### config.mk
export PLATFORM = sky130hd
export DESIGN_NAME = decode_pipe
export DESIGN_NICKNAME = d
export VERILOG_FILES = /design/src/rtl/decode_pipe_pkg.sv /design/src/rtl/decode_pipe_core.sv /design/src/rtl/decode_pipe.sv
export SDC_FILE = /design/constraint.sdc
export NUM_CORES = 1
export LEC_CHECK = 0
export ABC_AREA = 0
export CORE_ASPECT_RATIO = 1.4
export CORE_MARGIN = 2
export CORE_UTILIZATION = 57
export DETAILED_ROUTE_END_ITERATION = 10
export PLACE_DENSITY = 0.86
export SLEW_MARGIN = 20
export SYNTH_ARGS = -nofsm -noshare
export SYNTH_HDL_FRONTEND = slang
export SYNTH_HIERARCHICAL = 1
export SYNTH_SLANG_ARGS = --single-unit
### constraint.sdc
create_clock -name clk -period 4.6 [get_ports clk]
set_clock_uncertainty 0.2 [all_clocks]
set_input_delay 1.38 -clock clk [delete_from_list [all_inputs] [get_ports clk]]
set_output_delay 1.38 -clock clk [all_outputs]
set_load 0.05 [all_outputs]
### src/rtl/decode_pipe_pkg.sv
// Shared types for the decode pipe: control bundle, opcode constants, ALU op encodings.
package decode_pipe_pkg;

  typedef logic [31:0] word;
  typedef logic [4:0]  reg_index;

  localparam logic [6:0] OPC_LOAD   = 7'b0000011;
  localparam logic [6:0] OPC_OP_IMM = 7'b0010011;
  localparam logic [6:0] OPC_AUIPC  = 7'b0010111;
  localparam logic [6:0] OPC_STORE  = 7'b0100011;
  localparam logic [6:0] OPC_OP     = 7'b0110011;
  localparam logic [6:0] OPC_LUI    = 7'b0110111;
  localparam logic [6:0] OPC_BRANCH = 7'b1100011;
  localparam logic [6:0] OPC_JALR   = 7'b1100111;
  localparam logic [6:0] OPC_JAL    = 7'b1101111;

  typedef enum logic [4:0] {
    OP_ALU_ADD, OP_ALU_SUB, OP_ALU_SLL, OP_ALU_SLT, OP_ALU_SLTU, OP_ALU_XOR,
    OP_ALU_SRL, OP_ALU_SRA, OP_ALU_OR, OP_ALU_AND, OP_ALU_PASS_B,
    OP_ALU_MUL, OP_ALU_MULH, OP_ALU_MULHSU, OP_ALU_MULHU,
    OP_ALU_DIV, OP_ALU_DIVU, OP_ALU_REM, OP_ALU_REMU
  } alu_op_t;

  typedef enum logic {ALU_REG_OP, ALU_IMM_OP} alu_src_t;
  typedef enum logic {ALU_A_REG, ALU_A_PC} alu_a_t;
  typedef enum logic [1:0] {MEM_SKIP_OP, MEM_LOAD_OP, MEM_STORE_OP} mem_op_t;
  typedef enum logic [1:0] {NO_REG_DATA, REG_ALU_DATA, REG_MEM_DATA, REG_PC4_DATA} reg_file_op_t;

  // funct3 carries access width for loads/stores and the condition for branches
  typedef struct packed {
    alu_op_t      alu_op;
    alu_a_t       alu_a;
    alu_src_t     alu_src;
    mem_op_t      mem_op;
    logic [2:0]   funct3;
    reg_file_op_t reg_file_op;
    logic         branch;
    logic         jump;
  } control_signals_t;

  localparam control_signals_t CTRL_DEFAULT = '{
    alu_op: OP_ALU_ADD, alu_a: ALU_A_REG, alu_src: ALU_REG_OP, mem_op: MEM_SKIP_OP,
    funct3: 3'b000, reg_file_op: NO_REG_DATA, branch: 1'b0, jump: 1'b0};

  function automatic alu_op_t alu_base_op(input logic [2:0] f3, input logic alt);
    case (f3)
      3'b000:  return alt ? OP_ALU_SUB : OP_ALU_ADD;
      3'b001:  return OP_ALU_SLL;
      3'b010:  return OP_ALU_SLT;
      3'b011:  return OP_ALU_SLTU;
      3'b100:  return OP_ALU_XOR;
      3'b101:  return alt ? OP_ALU_SRA : OP_ALU_SRL;
      3'b110:  return OP_ALU_OR;
      default: return OP_ALU_AND;
    endcase
  endfunction

  function automatic alu_op_t alu_m_op(input logic [2:0] f3);
    case (f3)
      3'b000:  return OP_ALU_MUL;
      3'b001:  return OP_ALU_MULH;
      3'b010:  return OP_ALU_MULHSU;
      3'b011:  return OP_ALU_MULHU;
      3'b100:  return OP_ALU_DIV;
      3'b101:  return OP_ALU_DIVU;
      3'b110:  return OP_ALU_REM;
      default: return OP_ALU_REMU;
    endcase
  endfunction

endpackage

### src/rtl/decode_pipe_core.sv
// Combinational RV32/64 base (+ optional M) instruction decoder.
module decode_core
  import decode_pipe_pkg::*;
#(
  parameter int XLEN     = 32,
  parameter bit ENABLE_M = 1'b0
) (
  input  logic [31:0]      instr,
  output control_signals_t ctrl,
  output reg_index         rs1_idx,
  output reg_index         rs2_idx,
  output reg_index         rd_idx,
  output logic [XLEN-1:0]  imm,
  output logic             illegal
);

  logic [6:0] opc, f7;
  logic [2:0] f3;
  logic [XLEN-1:0] imm_i, imm_s, imm_b, imm_u, imm_j;
  logic shamt_ok;
  logic bad;
  control_signals_t c;

  assign opc     = instr[6:0];
  assign f3      = instr[14:12];
  assign f7      = instr[31:25];
  assign rs1_idx = instr[19:15];
  assign rs2_idx = instr[24:20];
  assign rd_idx  = instr[11:7];

  assign imm_i = {{(XLEN-11){instr[31]}}, instr[30:20]};
  assign imm_s = {{(XLEN-11){instr[31]}}, instr[30:25], instr[11:7]};
  assign imm_b = {{(XLEN-12){instr[31]}}, instr[7], instr[30:25], instr[11:8], 1'b0};
  assign imm_u = {{(XLEN-31){instr[31]}}, instr[30:12], 12'b0};
  assign imm_j = {{(XLEN-20){instr[31]}}, instr[19:12], instr[20], instr[30:21], 1'b0};

  // RV64 shifts take a 6-bit shamt, leaving one fewer qualifier bit
  assign shamt_ok = (XLEN == 64) ? (instr[31:26] == 6'b000000 || instr[31:26] == 6'b010000)
                                 : (f7 == 7'b0000000 || f7 == 7'b0100000);

  always_comb begin
    c   = CTRL_DEFAULT;
    bad = 1'b0;
    imm = '0;
    case (opc)
      OPC_OP: begin
        c.reg_file_op = REG_ALU_DATA;
        if (f7 == 7'b0000000)                                   c.alu_op = alu_base_op(f3, 1'b0);
        else if (f7 == 7'b0100000 && (f3 == 3'b000 || f3 == 3'b101)) c.alu_op = alu_base_op(f3, 1'b1);
        else if (f7 == 7'b0000001 && ENABLE_M)                  c.alu_op = alu_m_op(f3);
        else                                                    bad = 1'b1;
      end
      OPC_OP_IMM: begin
        c.alu_src = ALU_IMM_OP; c.reg_file_op = REG_ALU_DATA; imm = imm_i;
        if (f3 == 3'b001 || f3 == 3'b101) begin
          c.alu_op = alu_base_op(f3, instr[30]);
          bad      = !shamt_ok;
        end else begin
          c.alu_op = alu_base_op(f3, 1'b0);
        end
      end
      OPC_LOAD: begin
        c.alu_src = ALU_IMM_OP; c.mem_op = MEM_LOAD_OP; c.funct3 = f3;
        c.reg_file_op = REG_MEM_DATA; imm = imm_i;
      end
      OPC_STORE: begin
        c.alu_src = ALU_IMM_OP; c.mem_op = MEM_STORE_OP; c.funct3 = f3; imm = imm_s;
      end
      OPC_BRANCH: begin
        c.alu_op = OP_ALU_SUB; c.branch = 1'b1; c.funct3 = f3; imm = imm_b;
        bad = (f3 == 3'b010 || f3 == 3'b011);
      end
      OPC_JAL: begin
        c.alu_a = ALU_A_PC; c.alu_src = ALU_IMM_OP; c.jump = 1'b1;
        c.reg_file_op = REG_PC4_DATA; imm = imm_j;
      end
      OPC_JALR: begin
        c.alu_src = ALU_IMM_OP; c.jump = 1'b1; c.mem_op = MEM_SKIP_OP;
        c.reg_file_op = REG_PC4_DATA; imm = imm_i;
        bad = (f3 != 3'b000);
      end
      OPC_LUI: begin
        c.alu_op = OP_ALU_PASS_B; c.alu_src = ALU_IMM_OP; c.reg_file_op = REG_ALU_DATA; imm = imm_u;
      end
      OPC_AUIPC: begin
        c.alu_a = ALU_A_PC; c.alu_src = ALU_IMM_OP; c.reg_file_op = REG_ALU_DATA; imm = imm_u;
      end
      default: bad = 1'b1;
    endcase
    if (bad) begin
      c   = CTRL_DEFAULT;
      imm = '0;
    end else if (rd_idx == 5'd0) begin
      c.reg_file_op = NO_REG_DATA;
    end
  end

  assign ctrl    = c;
  assign illegal = bad;

endmodule

### src/rtl/decode_pipe.sv
// Decode stage: decoder ahead of a 2-entry (output + skid) elastic buffer, plus illegal counter.
module decode_pipe
  import decode_pipe_pkg::*;
#(
  parameter int XLEN     = 32,
  parameter bit ENABLE_M = 1'b0,
  parameter int CNT_W    = 16
) (
  input  logic             clk,
  input  logic             rst_n,
  input  logic             flush,
  input  logic             in_valid,
  output logic             in_ready,
  input  logic [31:0]      in_instr,
  input  logic [XLEN-1:0]  in_pc,
  output logic             out_valid,
  input  logic             out_ready,
  output control_signals_t out_ctrl,
  output reg_index         out_rs1_idx,
  output reg_index         out_rs2_idx,
  output reg_index         out_rd_idx,
  output logic [XLEN-1:0]  out_imm,
  output logic [XLEN-1:0]  out_pc,
  output logic             out_illegal,
  output logic [CNT_W-1:0] illegal_cnt
);

  typedef struct packed {
    control_signals_t ctrl;
    reg_index         rs1;
    reg_index         rs2;
    reg_index         rd;
    logic [XLEN-1:0]  imm;
    logic [XLEN-1:0]  pc;
    logic             illegal;
  } entry_t;

  control_signals_t d_ctrl;
  reg_index         d_rs1, d_rs2, d_rd;
  logic [XLEN-1:0]  d_imm;
  logic             d_ill;
  entry_t           dec, out_q, skid_q;
  logic             out_vld, skid_vld, rdy_q;
  logic             accept, retire;
  logic [CNT_W-1:0] cnt;

  decode_core #(.XLEN(XLEN), .ENABLE_M(ENABLE_M)) u_core (
    .instr   (in_instr),
    .ctrl    (d_ctrl),
    .rs1_idx (d_rs1),
    .rs2_idx (d_rs2),
    .rd_idx  (d_rd),
    .imm     (d_imm),
    .illegal (d_ill)
  );

  assign dec    = '{ctrl: d_ctrl, rs1: d_rs1, rs2: d_rs2, rd: d_rd, imm: d_imm, pc: in_pc, illegal: d_ill};
  assign accept = in_valid && rdy_q;
  assign retire = out_vld && out_ready;

  // rdy_q tracks "skid empty" one edge late; it also stays low through reset
  always_ff @(posedge clk or negedge rst_n) begin
    if (!rst_n) begin
      out_vld  <= 1'b0;
      skid_vld <= 1'b0;
      rdy_q    <= 1'b0;
      out_q    <= '0;
      skid_q   <= '0;
    end else if (flush) begin
      out_vld  <= 1'b0;
      skid_vld <= 1'b0;
      rdy_q    <= 1'b1;
    end else if (retire || !out_vld) begin
      rdy_q <= 1'b1;
      if (skid_vld) begin
        out_q    <= skid_q;
        out_vld  <= 1'b1;
        skid_vld <= 1'b0;
      end else begin
        out_vld <= accept;
        if (accept) out_q <= dec;
      end
    end else if (accept) begin
      skid_q   <= dec;
      skid_vld <= 1'b1;
      rdy_q    <= 1'b0;
    end else begin
      rdy_q <= !skid_vld;
    end
  end

  always_ff @(posedge clk or negedge rst_n) begin
    if (!rst_n)
      cnt <= '0;
    else if (!flush && retire && out_q.illegal && cnt != '1)
      cnt <= cnt + CNT_W'(1);
  end

  assign in_ready    = rdy_q;
  assign out_valid   = out_vld;
  assign out_ctrl    = out_q.ctrl;
  assign out_rs1_idx = out_q.rs1;
  assign out_rs2_idx = out_q.rs2;
  assign out_rd_idx  = out_q.rd;
  assign out_imm     = out_q.imm;
  assign out_pc      = out_q.pc;
  assign out_illegal = out_q.illegal;
  assign illegal_cnt = cnt;

endmodule

==> run summary <==
Final hold slack -> 303 ps
Chip Width -> 116 um
Setup TNS -> 0 ps
Post-synth EDFFs -> 0
GP Congestion -> 0.863
Crit-path slowest cell -> clkdlybuf4s50_1
Top FF cell, synth -> dfrtp_1
Final min period -> 3790 ps
Cell variety after synth -> 62
Clock buffer depth -> 3
FP Rows -> 57
CTS tree -> done
Number of global-route vias before repair -> 7307
WL final -> 22.6 mm
Slew HR -> 0.324
Root buf cell -> clkbuf_16
FF+latch count, synth -> 211
Avg Cell Area, Syn -> 11.2 um2
Endpoints failing setup -> 0
Drt pass-1 iters -> 5
Vias per cell -> 5.58
DP HPWL -> 15.4 mm
Hold Buf Count CTS -> 0
Post-Syn Area -> 9950 um2
Core area -> 17300 um2
Final Max Tran Viols -> 0
CP max FO -> 13
Pleak -> 5.14 nW
Routed WL per cell -> 17.6 um
Worst VDD drop -> 0.314 mV
MaxCap Viol Count -> 0
Max incr delay on CP -> 720 ps
Hold Path Cell Cnt -> 1
Seq/Total Area, Yosys -> 0.531
Post-Syn Nets -> 956
Initial drt markers -> 475
Hold Vio Cnt, Final -> 0
Unrepaired setup endpoints after global routing -> no
Crit end category -> flop
Total CTS buffers -> 21
Buffers on Ports -> 182
Crit path kind -> in -> reg
Most common cell after layout, fill and taps aside -> dfrtp_1
First-pass GRT wire length -> 36.5 mm
CP Cell Sequence -> clkdlybuf4s50_1 -> nor2_1 -> and3_1 -> a31oi_2 -> nand3_1 -> nor4_1 -> mux2i_1 -> a21oi_1
R2R depth -> 5
Starting Density -> 0.577
Status -> complete, no violations
Type of origin of the critical path -> primary input
Ant. Diodes -> 0
Required time of the critical path -> 4820 ps
HP Class -> reg -> reg
Most frequent cells in the layout -> 210 x dfrtp_1, 181 x clkdlybuf4s50_1, 127 x nor2_1
Clk sinks -> 211
Vias -> 7169
Post-DRT Antenna Nets -> 0
Die area -> 18500 um2
Largest net degree at the start of global routing -> 100
Placed cell count -> 1247
DRC -> 0
Setup ws final -> 807 ps
Syn-to-layout area delta -> 25.9%
Pwr Total -> 5.43 mW
# Post-CTS Setup Buffers -> 0
Initial antenna violation count -> 0
Worst-margin pin slew -> 1010 ps
Layout Cells excl Fill -> 1284
Final Cycle Share -> 0.825
PostCTS Resize Cnt -> 0
FMAX -> 264 MHz
Total Routing Usage GR -> 0.243
CP Data Arrival Time -> 4010 ps
Mapped Cells -> 886
Final core occ -> 0.726
Clock Latency Late Sink -> 500 ps
Asr flop ratio synth -> 1.00
Power Dens Cells -> 433 nW/um2
# nets final -> 1104
I/O Pins -> 183
Post-Place Worst Slack -> 332 ps
H-tree level count -> 1
Share of layout cells above drive strength 1 -> 0.160
Ys Warns -> 6
GR Overflow Total -> 0
Placed Area -> 11900 um2
Die height -> 160 um
Finished Cell Area -> 12500 um2
CTS clk-pin slew, worst paths -> 60 ps
-- cell usage after synthesis (9+ instances only) --
master      n  area share
buf_2      39       0.020
nand3_1    16      0.0080
buf_4      20       0.015
clkbuf_1   11      0.0041
a21oi_1   113       0.057
mux2i_1    96       0.097
o21a_1      9      0.0068
nand2_1    36       0.014
mux2_2     96        0.11
dfrtp_1   211        0.53
nor2_1    127       0.048
xor2_1     12       0.011
-- critical path, delay by kind of cell --
kind	cells	cell delay, ps
simple gates	4	1310
buf+inv	1	720
compound gates	2	460
mux	1	130
-- registers in the layout, summed over array words and instances, names as in the netlist, 5 cells and up --
| name | cells |
|---|---|
| illegal_cnt | 16 |
| out_ctrl | 16 |
| out_imm | 32 |
| out_pc | 32 |
| out_rd_idx | 5 |
| out_rs1_idx | 5 |
| out_rs2_idx | 5 |
| skid_q | 96 |
-- per-layer routing --
layer / part of all wire / GRT usage / vias to the layer above
met4: 0.027 / 0.0741 / 0
met3: 0.048 / 0.0336 / 43
met1: 0.40 / 0.305 / 3556
met2: 0.52 / 0.433 / 200
li1: - / - / 3370
met5: 0 / 0 / -
-- final timing paths --
kind / from / to / slack (ps)
max in group asynchronous: rst_n / out_rs2_idx[3] / 2540
hold reg to reg: skid_q[3] / skid_q[3] / 300
setup / recovery: in_instr[2] / out_ctrl[1] / 810
setup reg to reg: skid_vld / out_pc[1] / 1900
min in group asynchronous: rst_n / skid_q[95] / 680
hold / removal: skid_q[3] / skid_q[3] / 300
-- layout make-up --
cell class | instances | area (um2)
flip-flops and latches | 211 | 5280
fillers | 1258 | 4730
multi-input cells | 596 | 4250
repair buffers | 197 | 2000
clock buffers | 29 | 576
well taps | 236 | 295
clock inverters | 8 | 93.8
inverters | 7 | 26.3
-- logic make-up after synthesis --
group,synth area share
xor gates and xnor gates,0.0150
and+or+nand+nor,0.113
buffers and inverters,0.0430
muxes,0.207
other,0.000377
DFF,0.531
AOI/OAI and AO/OA,0.0895
adders and majority gates,0.00226
-- report_power, final --
part	internal (mW)	switching, mW
combinational	0.534	0.920
clock	0.988	0.686
sequential	2.13	0.166
Note: power is estimated with default switching activity, not from simulation.
==> variant 1: new RTL, same settings <==
`ENABLE_M` is set to 1'b0 in 2 places; all go to 1'b1.
--- a/src/rtl/decode_pipe_core.sv
+++ b/src/rtl/decode_pipe_core.sv
@@ -4,5 +4,5 @@
 #(
   parameter int XLEN     = 32,
-  parameter bit ENABLE_M = 1'b0
+  parameter bit ENABLE_M = 1'b1
 ) (
   input  logic [31:0]      instr,
--- a/src/rtl/decode_pipe.sv
+++ b/src/rtl/decode_pipe.sv
@@ -4,5 +4,5 @@
 #(
   parameter int XLEN     = 32,
-  parameter bit ENABLE_M = 1'b0,
+  parameter bit ENABLE_M = 1'b1,
   parameter int CNT_W    = 16
 ) (
Function: changed (Yosys sat finds a counterexample within 4 cycles, from zero or initial values and one cycle with rst_n low).
==> variant 1 against the original RTL <==
- worst hold slack lost 0.0029 ns
- sequential cell count is the same
- via count increased by 5.3%
- final area up 1.2%
- fmax shrank 3.9%
- routed wire length grew 9.5%
- worst setup slack lost 0.16 ns
- die area increased by 1.4%
- count of clock-buffer cells in the layout did not move
- synthesized area up 1.5%
- total power is 0.72% higher
- register-to-register slack improved by 0.12 ns
- largest cell class unchanged
- highest routed layer unchanged
==> variant 1: results (changes against the original RTL) <==
status complete, no violations; largest cells by area after synthesis dfrtp_1 (52%), mux2_2 (10%), mux2i_1 (9.6%), a21oi_1 (6.2%), nor2_1 (4.2%); Worst path top cell family by delay simple AND/OR/NAND/NOR gates; Most flops, register skid_q; post-cts repair resize count 0 (unchanged); CP max stage cell clkdlybuf4s50_1; H-tree depth 1 (unchanged); initial DRC count 532 (+12%); CP max stage delay 0.45 ns (-0.27 ns); antenna cells 0 (unchanged); leakage 5.19 nW (+1.1%); syn_nets 973 (+1.8%); sequential area share after synthesis 0.523 (-0.00776); R2R Setup Slk 2.02 ns (+0.12 ns); Max clock buf depth 3 (unchanged); Setup TNS Final 0 ns (unchanged); worst skew pair latency 0.50 ns (about the same); worst-path maximum fanout 14 (+1); via count 7550 (+5.3%); Synth Warn # 6 (unchanged); GPL Wtd Cong 0.934 (+8.2%); Port Buffers 182 (unchanged); share of layout cells above drive strength 1 0.165 (+0.00433); Hold Slack 0.300 ns (-0.00289 ns); largest net degree at the start of global routing 155 (+55%); fillers 1216 (-3.3%); clock root cell clkbuf_16; FFs w/ async S/R, synth 1.00 (unchanged); aggregate global-route resource usage 0.265 (+0.0220); top cells by count, synth dfrtp_1 (211), a21oi_1 (125), nor2_1 (113); Placed Area 0.0120 sq mm (+1.0%); worst vdd ir 360 uV (+15%); HPWL Detailed 17300 microns (+12%); Hold WC Path Type flip-flop to flip-flop; Slew @ Worst Pin 0.716 ns (-0.299 ns); top_reg_cell synth dfrtp_1; CP Data Arrival Time 4.17 ns (+0.16 ns); max FFs per register 96 (unchanged); vias in the first global route 7541 (+3.2%); Layout Nets 1124 (+1.8%); initial antenna violation count 0 (unchanged); wirelength, routed 24700 microns (+9.5%); total CTS buffers 21 (unchanged); Pre-antenna DRT Iters 5 (unchanged); clock-pin transition on the worst setup and hold timing paths 0.06 ns (about the same); Synth cell types 73 (+18%); postcts setup bufs 0 (unchanged); global-route wire length before repair 39400 microns (+7.9%)
## variant 1: cell count changes in the layout (fill, tap and decap cells not counted), moves of 7 or more
cell / change
a21oi_1: +12
and3_2: +8
mux2_1: +7
nand3_1: -8
nor2_1: -14
o21a_1: -7
o21ai_0: +9
xor2_1: -7
## variant 1: worst paths after layout
check,startpoint,to,cells after the start
hold reg to reg,skid_q[94],skid_q[94],1
min in group asynchronous,rst_n,skid_q[90],1
hold / removal,skid_q[94],skid_q[94],1
max in group asynchronous,rst_n,skid_q[89],3
setup / recovery,in_instr[26],out_imm[20],9
setup reg to reg,skid_vld,out_imm[30],5
## variant 1: layout make-up
class                   instances  area, sq um  area share
inverters                       6         22.5     0.00178
well taps                     236          295      0.0233
multi-input cells             614         4370       0.345
clock inverters                 9          105     0.00829
clock buffers                  29          596      0.0470
flip-flops and latches        211         5280       0.417
repair buffers                200         2010       0.159
## variant 1: cell families (layout without fill, tap and decap cells)
kind of cell / count (synthesis) / count (layout) / share of synthesized area
xor+xnor: 8 / 8 / 0.00694
fa+ha+maj: 1 / 1 / 0.00124
mux: 196 / 196 / 0.207
buf+inv: 78 / 244 / 0.0457
compound gates: 173 / 173 / 0.0963
simple gates: 236 / 236 / 0.120
flops: 211 / 211 / 0.523
## variant 1: per-layer routing
layer,up-vias,global-route usage,wire length (microns),share of wire
met4,0,0.120,1140,0.046
met5,-,0,0,0
met2,294,0.453,12600,0.51
met3,68,0.0386,1440,0.058
met1,3684,0.330,9530,0.39
li1,3504,-,-,-
## variant 1: worst reg2reg max path, delay by kind of cell (launching register included)
family,cells,cell delay [ns]
buffers and inverters,1,0.47
AND/OR/NAND/NOR,2,0.55
flip-flops,1,0.90
AO/OA/AOI/OAI,2,0.39
## variant 1: metrics by stage
stage	worst slack, ns	std cells
final	0.651	1305
after global placement	0.283	1267
after floorplan	0.930	903
after CTS	0.708	1305
after detailed placement	0.205	1267
after global routing	0.495	1305
## variant 1: power by group
| part | switching, mW | leakage (nW) | internal (mW) |
|---|---|---|---|
| sequential | 0.173 | 2.61 | 2.13 |
| clock | 0.702 | 0.345 | 1.02 |
| combinational | 0.917 | 2.24 | 0.523 |
| total | 1.79 | 5.19 | 3.67 |
==> variant 2: new RTL, same settings <==
Made on the original files. Make the reset (`rst_n`) synchronous in 2 clocked blocks.
--- a/src/rtl/decode_pipe.sv
+++ b/src/rtl/decode_pipe.sv
@@ -60,5 +60,5 @@
 
   // rdy_q tracks "skid empty" one edge late; it also stays low through reset
-  always_ff @(posedge clk or negedge rst_n) begin
+  always_ff @(posedge clk) begin
     if (!rst_n) begin
       out_vld  <= 1'b0;
@@ -90,5 +90,5 @@
   end
 
-  always_ff @(posedge clk or negedge rst_n) begin
+  always_ff @(posedge clk) begin
     if (!rst_n)
       cnt <= '0;
Formal check against the unedited RTL: not equivalent (Yosys sat finds a counterexample within 4 cycles, from zero or initial values and one cycle with rst_n low; the reset may be asserted at any time).
==> variant 2 against the original RTL <==
- count of clock-buffer cells in the layout unchanged
- final area down 5.1%
- synthesized cell count up 29%
- utilization up 0.94 points
- sequential cell count unchanged
- first-iteration DRC count up 65%
- routed wire length up 9.4%
- critical path depth unchanged
- synthesized area down 5.3%
- worst setup slack worse by 0.16 ns
- critical path type unchanged
- critical endpoint is now out_imm[23]
- largest cell class is now multi-input combinational cells
- highest routed layer unchanged
Power is not compared: it rests on default switching activity, and its combinational part moved more than twofold at a synthesized area within 25%.
==> variant 2: results (changes against the original RTL) <==
M1 GR Usage 0.344 (+0.0400); syn_nets 1209 (+26%); Buffers, non-clock 203 (+3.0%); hold_sp skid_q[72]; CP max stage delay 0.51 ns (-0.21 ns); Yosys reg bits 211 (unchanged); post-synthesis compound-gate area fraction 0.192 (+0.103); top cells by count, synth nand2_1 (230), dfxtp_1 (211), nor2_1 (124); fillers 1237 (-1.7%); Cell Rows 55 (-3.5%); worst-path maximum fanout 11 (-2); sequential area share after synthesis 0.448 (-0.0823); Layout Nets 1326 (+20%); Non-clock buffering overhead 0.170 (+0.00992); Worst path top cell family by delay simple AND/OR/NAND/NOR gates; vias in the first global route 7976 (+9.2%); post-synthesis mux area share 0.103 (-0.104); global-route wire length before repair 39700 microns (+8.6%); inverters 9 (+2); Placed Area 0.0112 sq mm (-5.4%); Multi-input gate area 0.00468 sq mm (+10%); Critical Path Start in_instr[3]; met2 Resource Use GR 0.456 (+0.0230); FFs w/ async S/R, synth 0 (-1.00); per-cell routed wire length 16.9 microns (-4.2%); worst vdd ir 377 uV; dpl ws 0.272 ns (-0.0605 ns); Synth area leader dfxtp_1; slew margin rel. 0.401 (+0.0773); r2r startpoint skid_vld; Placed Cells 1432 (+15%); Synth Area in Adders 0.00239 (+0.000127); largest net degree at the start of global routing 129 (+29%); initial DRC count 785 (+65%); number of vias per cell 5.84 (+4.7%); Seq/total area 0.355 (-0.0662); Synth cell types 60 (-3.2%); total CTS buffers 21 (unchanged); Final Util 0.735 (+0.00943); Final clock-cell share 0.0569 (+0.00349); CP Data Arrival Time 4.17 ns (+0.16 ns); HPWL Detailed 16400 microns (+6.2%); GR Layer Usage met3 0.0381 (+0.00449); share of layout cells above drive strength 1 0.0584 (-0.102); Synth Area in XOR/XNOR 0.00186 (-0.0131); status complete, no violations; Multi-input comb cells 810 (+36%); syn avg cell area 8.27 sq um (-26%); CP max stage cell clkdlybuf4s50_1; aggregate global-route resource usage 0.271 (+0.0275); largest cells by area after synthesis dfxtp_1 (45%), mux2i_1 (10%), nand2_1 (9.2%), a211oi_1 (8.0%), a21oi_1 (6.5%); GPL Wtd Cong 0.917 (+6.3%)
==> variant 2: metal layers <==
layer,up-vias,part of all wire
met5,-,0
met4,0,0.040
met3,64,0.054
met2,260,0.49
met1,4033,0.41
li1,4210,-
==> variant 2: cell families (layout without fill, tap and decap cells) <==
logic type	count (synthesis)	in the layout
buffers and inverters	118	246
AO/OA/AOI/OAI	278	278
XOR/XNOR	2	2
AND/OR/NAND/NOR	430	430
flip-flops	211	211
adder cells (fa/ha/maj)	2	2
other	1	1
multiplexers	97	97
==> variant 2: final timing paths <==
| kind | end | slack [ns] | depth (start not counted) |
|---|---|---|---|
| max | out_imm[23] | 0.65 | 8 |
| min | skid_q[72] | 0.25 | 2 |
| max reg2reg | out_pc[30] | 1.93 | 5 |
| min reg2reg | skid_q[72] | 0.25 | 2 |
==> variant 2: worst min-delay path, cell delays in order, from the launching register on <==
cell and delay (ns):
dfxtp_1 0.30, nand2_1 0.05, a21oi_1 0.05
